==> src/rtl/led_pkg.sv <==
// rtl/led_pkg.sv - shared LED state encoding and RGB565 field constants
package led_pkg;

   typedef enum logic [1:0] {
      IDLE = 2'd0,
      FADE = 2'd1,
      HOLD = 2'd2
   } led_state_e;

   localparam int R_MSB = 15;
   localparam int R_LSB = 11;
   localparam int G_MSB = 10;
   localparam int G_LSB = 5;
   localparam int B_MSB = 4;
   localparam int B_LSB = 0;

   localparam int R_W = 5;
   localparam int G_W = 6;
   localparam int B_W = 5;

endpackage

==> src/rtl/led_channel_ramp.sv <==
// rtl/led_channel_ramp.sv - one colour channel moved by one unit toward its target
module led_channel_ramp #(
   parameter int W = 5
) (
   input  logic [W-1:0] cur,
   input  logic [W-1:0] tgt,
   input  logic         step_en,
   output logic [W-1:0] next,
   output logic         at_tgt
);

   // Compare before stepping so the value can never pass the target or wrap.
   always_comb begin
      next   = cur;
      at_tgt = (cur == tgt);
      if (step_en) begin
         if (cur < tgt) begin
            next = cur + W'(1);
         end else if (cur > tgt) begin
            next = cur - W'(1);
         end
      end
   end

endmodule

==> src/rtl/led_color_sequencer.sv <==
// rtl/led_color_sequencer.sv - manual/auto RGB565 colour source for the PWM LED block
module led_color_sequencer
   import led_pkg::*;
#(
   parameter int NUM_ENTRIES  = 4,
   parameter int IDX_W        = 2,
   parameter int STEP_CYCLES  = 16,
   parameter int DWELL_CYCLES = 1000,
   parameter int CNT_W        = 16
) (
   input  logic             clk,
   input  logic             rst,
   input  logic [15:0]      switchPanel,
   input  logic             start,
   input  logic             stop,
   input  logic             wr_en,
   input  logic [IDX_W-1:0] wr_idx,
   input  logic [15:0]      wr_color,
   output logic [15:0]      color_out,
   output logic [IDX_W-1:0] seq_idx,
   output logic             busy,
   output logic             wrap
);

   led_state_e       state_q, state_d;
   logic [15:0]      color_q, color_d;
   logic [IDX_W-1:0] seq_idx_q, seq_idx_d;
   logic             busy_q, busy_d;
   logic             wrap_q, wrap_d;
   logic [CNT_W-1:0] step_q, step_d;
   logic [CNT_W-1:0] dwell_q, dwell_d;
   logic [15:0]      palette_q [NUM_ENTRIES];

   logic [15:0]      tgt;
   logic             step_hit;
   logic [R_W-1:0]   r_next;
   logic [G_W-1:0]   g_next;
   logic [B_W-1:0]   b_next;
   logic             r_at, g_at, b_at;
   logic             at_all;

   assign tgt      = palette_q[seq_idx_q];
   assign step_hit = (step_q == CNT_W'(STEP_CYCLES - 1));
   assign at_all   = r_at & g_at & b_at;

   led_channel_ramp #(.W(R_W)) u_ramp_r (
      .cur     (color_q[R_MSB:R_LSB]),
      .tgt     (tgt[R_MSB:R_LSB]),
      .step_en (step_hit),
      .next    (r_next),
      .at_tgt  (r_at)
   );

   led_channel_ramp #(.W(G_W)) u_ramp_g (
      .cur     (color_q[G_MSB:G_LSB]),
      .tgt     (tgt[G_MSB:G_LSB]),
      .step_en (step_hit),
      .next    (g_next),
      .at_tgt  (g_at)
   );

   led_channel_ramp #(.W(B_W)) u_ramp_b (
      .cur     (color_q[B_MSB:B_LSB]),
      .tgt     (tgt[B_MSB:B_LSB]),
      .step_en (step_hit),
      .next    (b_next),
      .at_tgt  (b_at)
   );

   always_comb begin
      state_d   = state_q;
      color_d   = color_q;
      seq_idx_d = seq_idx_q;
      step_d    = step_q;
      dwell_d   = dwell_q;
      wrap_d    = 1'b0;
      case (state_q)
         IDLE: begin
            color_d = switchPanel;
            // The last manual colour stays put as the origin of the first fade.
            if (start && !stop) begin
               state_d   = FADE;
               seq_idx_d = '0;
               step_d    = '0;
               color_d   = color_q;
            end
         end
         FADE: begin
            if (stop) begin
               state_d = IDLE;
            end else if (at_all) begin
               state_d = HOLD;
               dwell_d = '0;
            end else begin
               color_d = {r_next, g_next, b_next};
               step_d  = step_hit ? '0 : step_q + CNT_W'(1);
            end
         end
         HOLD: begin
            if (stop) begin
               state_d = IDLE;
            end else if (dwell_q == CNT_W'(DWELL_CYCLES - 1)) begin
               state_d   = FADE;
               seq_idx_d = seq_idx_q + IDX_W'(1);
               wrap_d    = (seq_idx_q == IDX_W'(NUM_ENTRIES - 1));
               step_d    = '0;
            end else begin
               dwell_d = dwell_q + CNT_W'(1);
            end
         end
         default: begin
            state_d = IDLE;
         end
      endcase
      busy_d = (state_d != IDLE);
   end

   always_ff @(posedge clk) begin
      if (!rst) begin
         state_q   <= IDLE;
         color_q   <= '0;
         seq_idx_q <= '0;
         busy_q    <= 1'b0;
         wrap_q    <= 1'b0;
         step_q    <= '0;
         dwell_q   <= '0;
         for (int i = 0; i < NUM_ENTRIES; i++) begin
            palette_q[i] <= '0;
         end
      end else begin
         state_q   <= state_d;
         color_q   <= color_d;
         seq_idx_q <= seq_idx_d;
         busy_q    <= busy_d;
         wrap_q    <= wrap_d;
         step_q    <= step_d;
         dwell_q   <= dwell_d;
         if (wr_en) begin
            palette_q[wr_idx] <= wr_color;
         end
      end
   end

   assign color_out = color_q;
   assign seq_idx   = seq_idx_q;
   assign busy      = busy_q;
   assign wrap      = wrap_q;

endmodule

==> config.mk <==
export PLATFORM = sky130hd
export DESIGN_NAME = led_color_sequencer
export DESIGN_NICKNAME = d
export VERILOG_FILES = /design/src/rtl/led_pkg.sv /design/src/rtl/led_channel_ramp.sv /design/src/rtl/led_color_sequencer.sv
export SDC_FILE = /design/constraint.sdc
export NUM_CORES = 1
export LEC_CHECK = 0
export CAP_MARGIN = 20
export CORE_UTILIZATION = 58
export CTS_CLUSTER_SIZE = 16
export DETAILED_ROUTE_END_ITERATION = 8
export PLACE_DENSITY = 0.81
export RECOVER_POWER = 25
export SLEW_MARGIN = 10
export SYNTH_ARGS = -nofsm -noshare
export SYNTH_HDL_FRONTEND = slang
export SYNTH_SLANG_ARGS = --single-unit
==> constraint.sdc <==
create_clock -name clk -period 4.9 [get_ports clk]
set_input_delay 0.98 -clock clk [delete_from_list [all_inputs] [get_ports clk]]
set_output_delay 0.98 -clock clk [all_outputs]
set_load 0.05 [all_outputs]
==> results.sh <==
export IMPL_status="finished clean"
export IMPL_dominantRegCellSynth="edfxtp_1"
export IMPL_syn_nets=663
export IMPL_drt_initial_drc_count=301
export IMPL_viasPerCell=5.99
export IMPL_seq_area_frac_synth=0.482
export IMPL_die_height_um=106
export IMPL_drc=0
export IMPL_yosys_warnings=0
export IMPL_cp_required_ps=5330
export IMPL_crit_slowest_cell="dfxtp_1"
export IMPL_rsz0062_at_grt="false"
export IMPL_antenna_found_initial=0
export IMPL_setup_viol=0
export IMPL_hold_ws_ps=486
export IMPL_core_um2=10400
export IMPL_clk_pin_slew_ps=60
export IMPL_io_pins=59
export IMPL_die_x_um=106
export IMPL_async_reset_ff_frac=0
export IMPL_grtUsageMet1=0.304
export IMPL_cts_resized=0
export IMPL_tightest_slew_ps=1180
export IMPL_layout_drive_gt1_share=0.0949
export IMPL_met2_usage=0.509
export IMPL_portBuffers=58
export IMPL_switchingPower_mw=0.692
export IMPL_cp_max_fo=10
export IMPL_syn_avg_cell_area_um2=10.7
export IMPL_die_area_um2=11300
export IMPL_multi_input_area_um2=3070
export IMPL_rows=37
export IMPL_power_frac_clock=0.460
export IMPL_first_global_vias=4871
export IMPL_cts_tree="built"
export IMPL_fin_util=0.733
export IMPL_maxCapViolCount=0
export IMPL_combPwrFrac=0.132
export IMPL_drt_wl_total_um=14600
export IMPL_slew_headroom=0.216
export IMPL_synth_top_area_share=0.304
export IMPL_ys_types=59
export IMPL_synth_most_common_cell="edfxtp_1"
export IMPL_path_cells="buf_4 -> mux4_2 -> inv_1 -> ha_1 -> nor2b_1 -> o21a_1 -> o211ai_1 -> nand2_1 -> ha_1 -> nor2b_1 -> o21ai_0 -> nor3b_1 -> a211oi_1 -> nand3b_1 -> a311oi_1"
export IMPL_final_seq_area_um2=3040
export IMPL_p_leak_nw=2.84
export IMPL_layoutNonFillerInstCount=800
export IMPL_ir_worst_vdd_uv=293
export IMPL_n_antenna_cell=0
export IMPL_finalSetupTns_ps=0
export IMPL_hpwl_um=10000
export IMPL_fmax_mhz=229
export IMPL_clockBufferDepth=2
export IMPL_clock_sinks=120
export IMPL_cts_setup_buffers=0
export IMPL_synth_top_cells_by_count="edfxtp_1, dfxtp_1, and2_1, nand2_1, nor2_1"
export IMPL_finalHoldViolations=0
export IMPL_drt_first_pass_iters=5
export IMPL_worstSetupEndpointType="flip-flop"
export IMPL_gp_congestion=0.926
export IMPL_synth_area_leader_cell="edfxtp_1"
export IMPL_drv_slew=0
export IMPL_synth_area_um2=6310
export IMPL_pwr_density_cell_nw_per_um2=368
export IMPL_use_met3=0.0650
export IMPL_antenna_left=0
export IMPL_final_area_um2=7640
export IMPL_grt_pass1_wl_um=23800
export IMPL_internal_power_mw=2.12
export IMPL_sw_frac_of_total=0.246
export IMPL_htree_levels=4
export IMPL_overflow=0
export IMPL_hold_buffers=0
export IMPL_numPlacedInstances=767
export IMPL_clk_insertion_delay_late_ps=530
export IMPL_fin_skew_ps=9.66
export IMPL_grt_max_degree=26
export IMPL_synth_edff_count=64
export IMPL_period_share=0.890
export IMPL_final_fill_count=732
export IMPL_synthTopCellsByArea="edfxtp_1, dfxtp_1, ha_1"
export IMPL_grt_busiest_layer="met2"
export IMPL_cts_buffers=17
export IMPL_path_class="reg -> reg"
export IMPL_syn2layout_area_growth_pct=21.0
export IMPL_dr_total_vias=4795
export IMPL_synth_cells=592
export IMPL_start_util=0.606
export IMPL_ys_seq_elements=120
export IMPL_finalCriticalPeriod_ps=4360
export IMPL_root_buffer="clkbuf_8"
export IMPL_wire_per_inst_um=18.2
export IMPL_start_kind="flip-flop"
export IMPL_place_area_um2=7020
export IMPL_grtUsageTotal=0.278
export IMPL_p_seq_frac=0.409
export IMPL_cp_arrival_ps=4790
export IMPL_final_nets=722
export IMPL_slowest_delay_ps=610
export IMPL_hold_class="reg -> reg"
==> sequential cells by signal, indices dropped and copies added (netlist names), named ones only <==
signal,flops
seq_idx,2
wrap,1
state_q,2
palette_q,64
dwell_q,16
busy,1
step_q,16
color_out,16
==> area by class of cell <==
class,instances,share of cell area
Clock inverter,12,0.0228
Multi-Input combinational cell,419,0.403
Tap cell,136,0.0223
Clock buffer,20,0.0583
Inverter,27,0.0133
Timing Repair Buffer,66,0.0824
Sequential cell,120,0.398
==> final timing paths <==
kind | end | slack (ps) | start | cells past startpoint
worst max-delay path | color_out[15] | 540 | flip-flop | 15
worst max register to register | color_out[15] | 540 | flip-flop | 15
worst min-delay path | dwell_q[1] | 490 | dwell_q[1] | 2
worst min register to register | dwell_q[1] | 490 | dwell_q[1] | 2
==> power by group through the flow <==
stage          sequential, mW  clock (mW)  combinational (mW)
6_report                 1.15        1.29               0.370
2_1_floorplan            1.20           0               0.203
5_1_grt                  1.16        1.36               0.406
3_3_place_gp             1.17           0               0.347
4_1_cts                  1.15        1.30               0.368
3_5_place_dp             1.17           0               0.365
==> worst max-delay path, delay by kind of cell (launching register included) <==
kind	cells	cell delay, ps
AO/OA/AOI/OAI	5	1090
AND/OR/NAND/NOR	5	1040
flip-flops	1	610
adder cells (fa/ha/maj)	2	600
multiplexers	1	520
buffers and inverters	2	400
==> metal layers <==
layer | vias to the layer above | routed length (um)
met3 | 38 | 750
met5 | - | 0
met1 | 2309 | 5650
met4 | 0 | 382
met2 | 167 | 7810
li1 | 2281 | -
==> kinds of logic after synthesis <==
family,synth area share
AO/OA/AOI/OAI,0.112
XOR/XNOR,0.0444
adder cells (fa/ha/maj),0.0670
buffers and inverters,0.0325
flip-flops,0.482
multiplexers,0.0618
AND/OR/NAND/NOR,0.201
==> cell usage in the layout, fill, tap and decap left out, drive strengths merged, types with 4 or more instances in the layout <==
cell | Yosys | routed
clkdlybuf4s50 | 0 | 57
nand4 | 4 | 4
o21ai | 12 | 12
a311oi | 5 | 5
mux4 | 16 | 16
nand3 | 19 | 19
clkinv | 0 | 5
dfxtp | 56 | 56
nor3b | 4 | 4
o211ai | 5 | 5
and2 | 51 | 51
o31ai | 5 | 5
a21o | 7 | 7
nor2b | 4 | 4
ha | 29 | 29
edfxtp | 64 | 64
and3 | 22 | 22
a211oi | 12 | 12
a21oi | 37 | 37
nor4 | 9 | 9
nand2 | 44 | 44
inv | 27 | 27
buf | 7 | 4
nor3 | 6 | 6
xor2 | 6 | 6
or4 | 6 | 6
clkbuf | 19 | 24
nor2 | 42 | 42
or3 | 5 | 5
nand2b | 6 | 6
xnor2 | 26 | 26
bufinv | 0 | 4
==> per-stage QoR <==
step	power (mW)	worst slack (ps)
6_report	2.81	538
5_1_grt	2.92	313
4_1_cts	2.82	581
3_5_place_dp	1.54	592
3_3_place_gp	1.51	989
2_1_floorplan	1.41	631
Power figures use the tool's default switching activity.
